==> src/rtl/shift_add_multiplier_if.sv <==
// Issue/result bundle between the MUL reservation station, the multiplier and the CDB arbiter.
interface shift_add_multiplier_if;
  logic        start;
  logic [1:0]  mul_type;
  logic [31:0] a;
  logic [31:0] b;
  logic [7:0]  rob_id_in;
  logic [5:0]  prd_in;
  logic        flush;
  logic        ack;
  logic        ready;
  logic        valid_out;
  logic [31:0] result;
  logic [7:0]  rob_id_out;
  logic [5:0]  prd_out;

  // Station / CDB side
  modport master (
    output start, mul_type, a, b, rob_id_in, prd_in, flush, ack,
    input  ready, valid_out, result, rob_id_out, prd_out
  );

  // Functional-unit side
  modport slave (
    input  start, mul_type, a, b, rob_id_in, prd_in, flush, ack,
    output ready, valid_out, result, rob_id_out, prd_out
  );
endinterface

==> src/rtl/shift_add_multiplier.sv <==
// Radix-2 shift-add RV32M multiplier: unsigned magnitudes, sign applied once at completion.
module shift_add_multiplier (
  input logic                   clk,
  input logic                   rst_n,
  shift_add_multiplier_if.slave bus
);

  localparam int unsigned W  = 32;
  localparam int unsigned PW = 64;
  localparam int unsigned CW = 5;

  typedef enum logic [1:0] {IDLE, CALC, DONE} state_t;

  state_t          state;
  state_t          state_next;

  logic [PW-1:0]   mcand;
  logic [W-1:0]    mplier;
  logic [PW-1:0]   acc;
  logic [CW-1:0]   cnt;
  logic            sa;
  logic            sb;
  logic [1:0]      type_r;
  logic            valid_r;
  logic [W-1:0]    result_r;
  logic [7:0]      rob_id_r;
  logic [5:0]      prd_r;

  logic            sa_c;
  logic            sb_c;
  logic [W-1:0]    a_mag;
  logic [W-1:0]    b_mag;
  logic [PW-1:0]   acc_sum;
  logic [PW-1:0]   prod;
  logic            last;

  // Operand sign decode and magnitude conversion; MUL treats operands as raw unsigned
  always_comb begin
    sa_c  = ((bus.mul_type == 2'b01) || (bus.mul_type == 2'b10)) && bus.a[W-1];
    sb_c  = (bus.mul_type == 2'b01) && bus.b[W-1];
    a_mag = sa_c ? (~bus.a + W'(1)) : bus.a;
    b_mag = sb_c ? (~bus.b + W'(1)) : bus.b;
  end

  // One partial-product step and the sign-corrected final product
  always_comb begin
    acc_sum = acc + (mplier[0] ? mcand : PW'(0));
    prod    = (sa ^ sb) ? (~acc_sum + PW'(1)) : acc_sum;
    last    = (cnt == CW'(W - 1));
  end

  // State register
  always_ff @(posedge clk or negedge rst_n) begin
    if (!rst_n) state <= IDLE;
    else        state <= state_next;
  end

  // Next-state logic; flush overrides start and ack
  always_comb begin
    state_next = state;
    if (bus.flush) begin
      state_next = IDLE;
    end else begin
      case (state)
        IDLE:    if (bus.start) state_next = CALC;
        CALC:    if (last)      state_next = DONE;
        DONE:    if (bus.ack)   state_next = IDLE;
        default: state_next = IDLE;
      endcase
    end
  end

  // Output decode: ready is purely the idle state, the rest come from registers
  always_comb begin
    bus.ready      = (state == IDLE);
    bus.valid_out  = valid_r;
    bus.result     = result_r;
    bus.rob_id_out = rob_id_r;
    bus.prd_out    = prd_r;
  end

  // Datapath: operand capture on accept, iterate in CALC, register the selected half at the end
  always_ff @(posedge clk or negedge rst_n) begin
    if (!rst_n) begin
      mcand    <= '0;
      mplier   <= '0;
      acc      <= '0;
      cnt      <= '0;
      sa       <= 1'b0;
      sb       <= 1'b0;
      type_r   <= 2'b00;
      result_r <= '0;
      rob_id_r <= '0;
      prd_r    <= '0;
    end else begin
      case (state)
        IDLE: begin
          if (bus.start && !bus.flush) begin
            type_r   <= bus.mul_type;
            rob_id_r <= bus.rob_id_in;
            prd_r    <= bus.prd_in;
            sa       <= sa_c;
            sb       <= sb_c;
            mcand    <= PW'(a_mag);
            mplier   <= b_mag;
            acc      <= '0;
            cnt      <= '0;
          end
        end
        CALC: begin
          acc    <= acc_sum;
          mcand  <= mcand << 1;
          mplier <= mplier >> 1;
          cnt    <= cnt + CW'(1);
          if (last && !bus.flush)
            result_r <= (type_r == 2'b00) ? prod[W-1:0] : prod[PW-1:W];
        end
        default: ;
      endcase
    end
  end

  // Result-valid flag: set on completion, cleared by grant or squash
  always_ff @(posedge clk or negedge rst_n) begin
    if (!rst_n)                         valid_r <= 1'b0;
    else if (bus.flush)                 valid_r <= 1'b0;
    else if (state == CALC && last)     valid_r <= 1'b1;
    else if (state == DONE && bus.ack)  valid_r <= 1'b0;
  end

endmodule

==> src/flat_wrapper.sv <==
// flat-port wrapper written by rule: the top's interface ports become plain ports
module shift_add_multiplier_flat 
  (clk, rst_n, bus_start, bus_mul_type, bus_a, bus_b, bus_rob_id_in, bus_prd_in, bus_flush, bus_ack, bus_ready, bus_valid_out, bus_result, bus_rob_id_out, bus_prd_out);
  shift_add_multiplier_if bus_i ();
  input logic clk;
  input logic rst_n;
  input wire logic [$bits(bus_i.start)-1:0] bus_start;
  input wire logic [$bits(bus_i.mul_type)-1:0] bus_mul_type;
  input wire logic [$bits(bus_i.a)-1:0] bus_a;
  input wire logic [$bits(bus_i.b)-1:0] bus_b;
  input wire logic [$bits(bus_i.rob_id_in)-1:0] bus_rob_id_in;
  input wire logic [$bits(bus_i.prd_in)-1:0] bus_prd_in;
  input wire logic [$bits(bus_i.flush)-1:0] bus_flush;
  input wire logic [$bits(bus_i.ack)-1:0] bus_ack;
  output wire logic [$bits(bus_i.ready)-1:0] bus_ready;
  output wire logic [$bits(bus_i.valid_out)-1:0] bus_valid_out;
  output wire logic [$bits(bus_i.result)-1:0] bus_result;
  output wire logic [$bits(bus_i.rob_id_out)-1:0] bus_rob_id_out;
  output wire logic [$bits(bus_i.prd_out)-1:0] bus_prd_out;
  assign bus_i.start = bus_start;
  assign bus_i.mul_type = bus_mul_type;
  assign bus_i.a = bus_a;
  assign bus_i.b = bus_b;
  assign bus_i.rob_id_in = bus_rob_id_in;
  assign bus_i.prd_in = bus_prd_in;
  assign bus_i.flush = bus_flush;
  assign bus_i.ack = bus_ack;
  assign bus_ready = bus_i.ready;
  assign bus_valid_out = bus_i.valid_out;
  assign bus_result = bus_i.result;
  assign bus_rob_id_out = bus_i.rob_id_out;
  assign bus_prd_out = bus_i.prd_out;
  shift_add_multiplier u_core (.clk(clk), .rst_n(rst_n), .bus(bus_i));
endmodule
==> config.mk <==
export PLATFORM = sky130hd
export DESIGN_NAME = shift_add_multiplier_flat
export DESIGN_NICKNAME = d
export VERILOG_FILES = /design/src/rtl/shift_add_multiplier_if.sv /design/src/rtl/shift_add_multiplier.sv /design/src/flat_wrapper.sv
export SDC_FILE = /design/constraint.sdc
export NUM_CORES = 1
export LEC_CHECK = 0
export BUFFER_PORTS_ARGS = -buffer_cell sky130_fd_sc_hd__buf_4
export CAP_MARGIN = 10
export CORE_UTILIZATION = 28
export DETAILED_ROUTE_END_ITERATION = 8
export PLACE_DENSITY = 0.46
export RECOVER_POWER = 100
export SKIP_CTS_REPAIR_TIMING = 1
export SLEW_MARGIN = 15
export SYNTH_ARGS = -nofsm -noshare
export SYNTH_HDL_FRONTEND = slang
export SYNTH_SLANG_ARGS = --single-unit
==> constraint.sdc <==
create_clock -name clk -period 7.1 [get_ports clk]
set_clock_uncertainty 0.2 [all_clocks]
set_input_delay 0.355 -clock clk [delete_from_list [all_inputs] [get_ports clk]]
set_output_delay 0.355 -clock clk [all_outputs]
set_load 0.01 [all_outputs]
==> results of run 1 <==
==> power breakdown <==
group          switching, mW  internal, mW
sequential             0.182          1.47
combinational           1.47         0.804
clock                  0.609         0.943
total                   2.26          3.22
==> cell families after synthesis <==
family	Yosys count
AND/OR/NAND/NOR	844
AO/OA/AOI/OAI	675
flip-flops	218
buffers and inverters	159
XOR/XNOR	156
adder cells (fa/ha/maj)	70
multiplexers	11
==> per-stage QoR <==
stage / instances / utilization (%) / instance area, um^2 / power, mW
finish: 3071 / 34.0 / 20100 / 5.48
global route: 3071 / 34.0 / 20100 / 5.81
CTS: 2988 / 33.0 / 19500 / 5.51
detailed placement: 2936 / 31.3 / 18500 / 3.91
global placement: 2936 / 31.3 / 18500 / 3.90
floorplan: 2133 / - / 16700 / 3.09
==> metal layers <==
| layer | track usage, % | wire (um) | vias up |
|---|---|---|---|
| met5 | 0 | 0 | - |
| met4 | 4.67 | 1300 | 0 |
| met3 | 3.04 | 3010 | 71 |
| met2 | 30.9 | 27900 | 431 |
| met1 | 27.8 | 29300 | 8123 |
| li1 | - | - | 8017 |
==> worst paths after layout <==
kind	cells past startpoint	start	slack, ns	endpoint
hold / removal	4	bus_b[1]	0.006	u_core.mplier[3]
setup / recovery	16	u_core.mplier[0]	0.46	u_core.bus.result[15]
max in group asynchronous	2	rst_n	1.42	u_core.acc[31]
min in group asynchronous	2	rst_n	2.15	u_core.mcand[61]
hold reg to reg	2	u_core.bus.prd_out[5]	0.27	u_core.bus.prd_out[5]
setup reg to reg	16	u_core.mplier[0]	0.46	u_core.bus.result[15]
==> critical path, stage by stage, from the launching register on <==
cell	delay, ns
dfrtp_1	0.65
buf_4	0.34
nand2_1	0.13
fa_1	0.45
nor2b_1	0.26
o31ai_1	0.15
a2111oi_0	1.13
o31ai_1	0.20
a222oi_1	0.51
nand2_1	0.16
or3_1	0.36
or4b_4	0.58
nor4_1	0.61
and3_1	0.31
nor2_1	0.07
xnor2_1	0.22
o221ai_1	0.16
==> cells in the mapped netlist (7+ instances only) <==
cell type  instances  area, um^2
a211o_1           12         105
mux2i_1            9        90.1
o31ai_1           18         135
o211ai_1          11        82.6
ha_1              69         863
or3_1             14        87.6
inv_1             29         109
a31oi_1           21         131
and2_1            82         513
nand2b_1          17         106
nor2_1           143         537
o22ai_1           10        62.6
a21o_1            29         218
xor2_1            75         657
clkbuf_1         122         458
nand4_1           40         250
o21ai_0          249        1250
a22oi_1           61         458
a21oi_1          137         686
nor3_1            38         190
o221ai_1          10        87.6
nand3_1           88         440
a211oi_1          15         113
nor4_1            19         119
dfrtp_1          218        5460
or4_1              7        52.6
nand2_1          328        1230
nor2b_1           10        62.6
o21a_1            14         105
and3_1            16         100
xnor2_1           81         709
o21bai_1          12        90.1
==> layout make-up <==
cell class | instances | area, um^2 | share of cell area [%]
timing repair buffer | 243 | 1850 | 9.23
tap | 773 | 967 | 4.82
sequential | 218 | 5460 | 27.2
clock buffer | 36 | 802 | 4.00
clock inverter | 16 | 200 | 0.998
multi-input combinational | 1756 | 10700 | 53.2
inverter | 29 | 109 | 0.543
==> flip-flops by register name (all words and copies together) (netlist names) <==
name                   flops
u_core.bus.result         32
u_core.mcand              64
u_core.bus.prd_out         6
u_core.bus.valid_out       1
u_core.mplier             32
u_core.state               2
u_core.bus.rob_id_out      8
u_core.type_r              2
u_core.cnt                 5
u_core.acc                64
u_core.sa                  1
u_core.sb                  1
==> impl_metrics.json, run 1 <==
{
  "status": "finished with violations",
  "violations": "capacitance limit, slew limit",
  "grt_max_degree": 125,
  "syn_nets": 2288,
  "mostFrequentLayoutCells": "328 x nand2_1, 250 x o21ai_0, 218 x dfrtp_1, 143 x nor2_1, 137 x a21oi_1",
  "htree_num_levels": 1,
  "fin_crit_sh_pct": 93.6,
  "drc": 0,
  "yosysSeqAreaShare_pct": 32.6,
  "clock-sinks": 218,
  "powerDensity_nw_per_um2": 273,
  "synth_xor_area_share_pct": 8.17,
  "cts_buffers": 29,
  "start_util_pct": 28.3,
  "period_minus_slack_ns": 6.64,
  "clk_pin_slew_ns": 0.06,
  "grt_util_all_layers_pct": 19.6,
  "routabilityCongestion": 0.914,
  "cts.path.max_buffers": 3,
  "ys_async_sr_fraction_pct": 100,
  "syn_inst": 2133,
  "areaGrowthSynthToFinish_pct": 19.9,
  "dr.pass1.iters": 5,
  "synth-edff-count": 0,
  "ios": 133,
  "drv_cap": 6,
  "rsz0062_at_grt": "no",
  "clockRootBuffer": "clkbuf_16",
  "grt_pass1_vias": 15600,
  "n_fill_cell": 6247,
  "hpwl_um": 46500,
  "tns_ns": 0,
  "antenna_cells": 0,
  "hold_violations": 0,
  "synth_top_family_by_area": "compound AO/OA/AOI/OAI gates",
  "core_region_area_um2": 59000,
  "cp.required_ns": 7.32,
  "die_x_um": 246,
  "final_common_cell": "nand2_1",
  "die_h_um": 246,
  "viasPerCell": 5.42,
  "path_class": "reg -> reg",
  "avgSynthCellArea_um2": 7.84,
  "via_count": 16600,
  "critPathMaxFanout": 24,
  "tightest_slew_ns": 5.50,
  "clock.fmax_mhz": 150,
  "worst_hold_path_type": "in -> reg",
  "synthAdderAreaFrac_pct": 5.28,
  "drt-initial-drc-count": 1291,
  "crit_arrival_ns": 6.86,
  "crit_path_end_kind": "flop",
  "synth_ff_type": "dfrtp_1",
  "insertion_delay_ns": 0.58,
  "start_kind": "flop",
  "fin_nets": 2432,
  "grt_overflow": 0,
  "synthSimpleGateAreaFrac_pct": 24.3,
  "layout_setup_ws_ns": 0.455,
  "synth.ff_latch_count": 218,
  "fp-row-count": 89,
  "port-buffer-count": 132,
  "wl_per_cell_um": 20.0,
  "wl_um": 61500,
  "synth_area_um2": 16700,
  "max-vdd-ir-drop_uv": 158,
  "yosysWarnings": 0,
  "finalMaxSlewViolations": 419,
  "grt_pass1_wl_um": 93600,
  "slew_headroom_pct": -267,
  "ant_nets": 0,
  "die-area_um2": 60700,
  "place_ws_ns": 0.873,
  "antenna_found_initial": 0,
  "cts_tree": "done",
  "p_leak_nw": 8.56,
  "finalSetupViolCount": 0,
  "hold_slack_ns": 0.00630,
  "layout-drive-gt1-share_pct": 8.18,
  "muxShareOfSynthArea_pct": 0.673,
  "ys_types": 83,
  "synth_compound_area_share_pct": 25.4
}
Note: power is estimated with default switching activity, not from simulation.
==> run 2, diff against run 1 <==
--- a/config.mk
+++ b/config.mk
@@ -11,6 +11,7 @@
 export DETAILED_ROUTE_END_ITERATION = 8
 export PLACE_DENSITY = 0.46
 export RECOVER_POWER = 100
+export REMOVE_ABC_BUFFERS = 1
 export SKIP_CTS_REPAIR_TIMING = 1
 export SLEW_MARGIN = 15
 export SYNTH_ARGS = -nofsm -noshare
==> impl_metrics.json, run 2 (synthesis gave the netlist of run 1 again) <==
{
  "antenna_cells": 0,
  "clockRootBuffer": "clkbuf_16",
  "mostFrequentLayoutCells": "328 x nand2_1, 250 x o21ai_0, 218 x dfrtp_1, 143 x nor2_1, 137 x a21oi_1",
  "grt_max_degree": 115,
  "switchingPower_mw": 2.25,
  "tightest_slew_ns": 5.13,
  "htree_num_levels": 1,
  "grt_pass1_wl_um": 95000,
  "grt_overflow": 0,
  "ios": 133,
  "reg_top3": "u_core.acc: 64 flops, u_core.mcand: 64 flops",
  "clock-sinks": 218,
  "finalMaxSlewViolations": 344,
  "fin_util_pct": 34.0,
  "placed_cell_area_um2": 18500,
  "hpwl_um": 47500,
  "areaGrowthSynthToFinish_pct": 19.9,
  "power_mw": 5.43,
  "fin_crit_sh_pct": 88.1,
  "max-vdd-ir-drop_uv": 172,
  "port-buffer-count": 132,
  "die-area_um2": 60700,
  "period_minus_slack_ns": 6.25,
  "met2_length_um": 27600,
  "start_util_pct": 28.3,
  "ff2ff_path_depth": 17,
  "final_area_um2": 20100,
  "met3_length_um": 2580,
  "dr.pass1.iters": 5,
  "clock.fmax_mhz": 160,
  "status": "finished with violations",
  "final_common_cell": "nand2_1",
  "wl_per_cell_um": 20.1,
  "fin_nets": 2440,
  "drt-initial-drc-count": 1242,
  "p_leak_nw": 8.57,
  "die_x_um": 246,
  "die_h_um": 246,
  "grt_pass1_vias": 15600,
  "tns_ns": 0,
  "path_class": "reg -> reg",
  "min_path_cells": 4,
  "powerDensity_nw_per_um2": 271,
  "route.layer.met1.wl_um": 30800,
  "critPathMaxFanout": 43,
  "dpl.cell_count": 2943,
  "n_fill_cell": 6319,
  "grt_util_all_layers_pct": 19.9,
  "drv_cap": 6,
  "layout-drive-gt1-share_pct": 8.03,
  "layout.cells.non_filler": 3077,
  "hold_violations": 0,
  "ant_nets": 0,
  "fp-row-count": 89,
  "insertion_delay_ns": 0.57,
  "antenna_found_initial": 2,
  "cts_buffers": 29,
  "via_count": 16600,
  "pwr-share-seq_pct": 30.4,
  "clk_pin_slew_ns": 0.06,
  "start_kind": "flop",
  "intPower_mw": 3.18,
  "layout_setup_ws_ns": 0.845,
  "cp.required_ns": 7.38,
  "crit_path_end_kind": "flop",
  "worst_hold_path_type": "in -> reg",
  "viasPerCell": 5.41,
  "highest_layer": "met4",
  "slew_headroom_pct": -242,
  "cts.path.max_buffers": 3,
  "crit_arrival_ns": 6.54,
  "p_sw_share_pct": 41.5,
  "hold_slack_ns": 0.00916,
  "drc": 0,
  "core_region_area_um2": 59000,
  "p_comb_share_pct": 42.5,
  "cts_tree": "done",
  "place_ws_ns": 1.05,
  "routabilityCongestion": 0.967,
  "rsz0062_at_grt": "no",
  "violations": "capacitance limit, slew limit",
  "finalSetupViolCount": 0,
  "clockPowerShare_pct": 27.1,
  "wl_um": 62000
}
==> run 2: cell types whose count changed in the layout (fill, tap and decap cells not counted), sizes merged <==
cell | before | now
buf | 108 | 112
bufinv | 4 | 2
clkbuf | 88 | 98
clkdlybuf4s25 | 0 | 1
clkinv | 6 | 3
clkinvlp | 5 | 0
dlygate4sd3 | 83 | 84
==> run 2: power groups by stage <==
stage          clock, mW  sequential, mW  combinational (mW)
2_1_floorplan          0            1.63                1.44
3_3_place_gp           0            1.67                2.27
3_5_place_dp           0            1.67                2.28
4_1_cts             1.52            1.65                2.29
5_1_grt             1.57            1.68                2.53
6_report            1.47            1.65                2.31
==> run 2: layer usage <==
metal,vias to the layer above,track usage (%)
li1,8028,-
met1,8181,29.4
met2,369,31.2
met3,57,2.17
met4,0,3.29
met5,-,0
==> run 2: critical path: stages (launching register included) <==
cell and delay (ns):
dfrtp_1 0.64, buf_4 0.42, and2_0 0.19, ha_1 0.35, a21oi_1 0.23, o21ai_0 0.26, a211oi_1 0.31, a211oi_1 0.11
a311oi_1 1.08, and4b_1 0.33, nor3_1 0.06, buf_4 0.16, or4b_2 0.66, nor4_2 0.26, nand3_1 0.16, nor4_1 0.31
mux2i_1 0.15, a221oi_2 0.29
==> run 2: layout make-up <==
class / instances / area, um^2 / share of cell area (%)
flip-flops and latches: 218 / 5460 / 27.2
multi-input cells: 1756 / 10700 / 53.2
repair buffers: 251 / 1910 / 9.51
well taps: 773 / 967 / 4.82
clock inverters: 6 / 87.6 / 0.437
inverters: 29 / 109 / 0.543
clock buffers: 44 / 852 / 4.25
==> run 2: path summary, 6_finish.rpt <==
path / start / end / slack, ns
max: u_core.mplier[0] / u_core.bus.result[31] / 0.85
min: bus_a[1] / u_core.mcand[3] / 0.009
max reg2reg: u_core.mplier[0] / u_core.bus.result[31] / 0.85
min reg2reg: u_core.bus.result[18] / u_core.bus.result[18] / 0.27
max in group asynchronous: rst_n / u_core.mcand[8] / 1.57
min in group asynchronous: rst_n / u_core.bus.prd_out[2] / 2.21
==> run 3, diff against run 2 <==
--- a/config.mk
+++ b/config.mk
@@ -8,6 +8,7 @@
 export BUFFER_PORTS_ARGS = -buffer_cell sky130_fd_sc_hd__buf_4
 export CAP_MARGIN = 10
 export CORE_UTILIZATION = 28
+export CTS_BUF_LIST = sky130_fd_sc_hd__clkbuf_8 sky130_fd_sc_hd__clkbuf_16
 export DETAILED_ROUTE_END_ITERATION = 8
 export PLACE_DENSITY = 0.46
 export RECOVER_POWER = 100
==> impl_metrics.json, run 3 (synthesis gave the netlist of run 1 again) <==
{
  "status": "finished with violations",
  "violations": "capacitance limit, slew limit",
  "mostFrequentLayoutCells": "328 x nand2_1, 250 x o21ai_0, 218 x dfrtp_1, 143 x nor2_1, 137 x a21oi_1",
  "path_common_cell": "buf_4",
  "clock-sinks": 218,
  "die_x_um": 246,
  "grt_pass1_wl_um": 95000,
  "wl_per_cell_um": 20.1,
  "grt_overflow": 0,
  "hold_slack_ns": 0.00818,
  "hpwl_um": 47500,
  "routabilityCongestion": 0.967,
  "layout-drive-gt1-share_pct": 8.03,
  "period_minus_slack_ns": 6.24,
  "cts_tree": "done",
  "n_fill_cell": 6319,
  "drt-initial-drc-count": 1206,
  "core_region_area_um2": 59000,
  "reg_top3": "u_core.acc: 64 flops, u_core.mcand: 64 flops",
  "path_class": "reg -> reg",
  "ios": 133,
  "insertion_delay_ns": 0.57,
  "layout_setup_ws_ns": 0.864,
  "start_util_pct": 28.3,
  "antenna_found_initial": 2,
  "cp.required_ns": 7.38,
  "crit_chain": "buf_4 > and2_0 > ha_1 > a21oi_1 > o21ai_0 > a22oi_1 > a211oi_1 > a311oi_1 > and4b_1 > nor3_1 > buf_4 > or4b_2 > nor4_2 > nand3_1 > nor4_1 > mux2i_1 > a221oi_2",
  "port-buffer-count": 132,
  "start_kind": "flop",
  "cts.path.max_buffers": 3,
  "clock.fmax_mhz": 160,
  "finalSetupViolCount": 0,
  "fp-row-count": 89,
  "dr.pass1.iters": 7,
  "crit_arrival_ns": 6.52,
  "ant_nets": 0,
  "max-vdd-ir-drop_uv": 172,
  "tightest_slew_ns": 5.15,
  "worst_hold_path_type": "in -> reg",
  "crit_path_end_kind": "flop",
  "critPathMaxFanout": 43,
  "slew_headroom_pct": -243,
  "wl_um": 62000,
  "multiInputGateArea_um2": 10700,
  "p_leak_nw": 8.60,
  "clk_pin_slew_ns": 0.06,
  "rsz0062_at_grt": "no",
  "cp_slowest_cell": "a311oi_1",
  "cts_buffers": 29,
  "final_common_cell": "nand2_1",
  "place_ws_ns": 1.05,
  "die-area_um2": 60700,
  "drc": 0,
  "grt_max_degree": 115,
  "powerDensity_nw_per_um2": 270,
  "areaGrowthSynthToFinish_pct": 19.9,
  "slowest_delay_ns": 1.06,
  "fin_nets": 2440,
  "viasPerCell": 5.41,
  "via_count": 16600,
  "drv_cap": 6,
  "grt_pass1_vias": 15600,
  "reg2reg_slack_ns": 0.86,
  "clockRootBuffer": "clkbuf_16",
  "register_area_um2": 5460,
  "htree_num_levels": 1,
  "hold_violations": 0,
  "fin_crit_sh_pct": 87.8,
  "antenna_cells": 0,
  "die_h_um": 246,
  "grt_util_all_layers_pct": 19.9,
  "finalMaxSlewViolations": 335
}
==> run 3: changes by cell type in the layout (fill, tap and decap cells not counted), sizes merged <==
cell,change
clkbuf,-8
inv,+8
==> run 3: final cells by class <==
cell class                      instances  share of cell area (%)
Clock buffer                           36                    4.10
Clock inverter                         14                   0.586
Inverter                               29                   0.543
Multi-Input combinational cell       1756                    53.2
Sequential cell                       218                    27.2
Tap cell                              773                    4.82
Timing Repair Buffer                  251                    9.51
==> run 3: power by group <==
group	leakage (nW)	switching (mW)	internal, mW	total [mW]
clock network	0.495	0.583	0.878	1.46
registers	2.87	0.176	1.48	1.65
logic	5.24	1.50	0.813	2.31
total	8.60	2.25	3.17	5.42
==> run 3: per-layer routing <==
| metal | part of all wire (%) | global-route usage, % | vias to the layer above |
|---|---|---|---|
| met3 | 4.4 | 2.17 | 58 |
| met2 | 45 | 31.2 | 386 |
| met5 | 0 | 0 | - |
| met1 | 49 | 29.5 | 8163 |
| met4 | 1.7 | 3.29 | 0 |
| li1 | - | - | 8029 |
==> run 3: critical path: cells and delay by family (launching register included) <==
| kind | cells | cell delay [ns] |
|---|---|---|
| flip-flops | 1 | 0.64 |
| AND/OR/NAND/NOR | 7 | 1.97 |
| adder cells (fa/ha/maj) | 1 | 0.36 |
| AO/OA/AOI/OAI | 6 | 2.25 |
| multiplexers | 1 | 0.15 |
| buffers and inverters | 2 | 0.59 |
==> run 3: path summary, 6_finish.rpt <==
kind,to,depth (start not counted),startpoint
worst min-delay path,u_core.mcand[3],4,bus_a[1]
max in group asynchronous,u_core.mcand[8],2,rst_n
min in group asynchronous,u_core.bus.prd_out[2],2,rst_n
worst max register to register,u_core.bus.result[31],17,u_core.mplier[0]
worst min register to register,u_core.bus.result[18],2,u_core.bus.result[18]
worst max-delay path,u_core.bus.result[31],17,u_core.mplier[0]
==> run 3: metrics by stage <==
step,cell area (um^2),instances,total power [mW],utilization (%),TNS [ns]
floorplan,16200,2003,3.06,-,-85.48
global placement,18500,2943,3.94,31.4,0
detailed placement,18500,2943,3.94,31.4,0
CTS,19500,2993,5.44,33.0,0
global route,20100,3077,5.77,34.0,0
finish,20100,3077,5.42,34.0,0
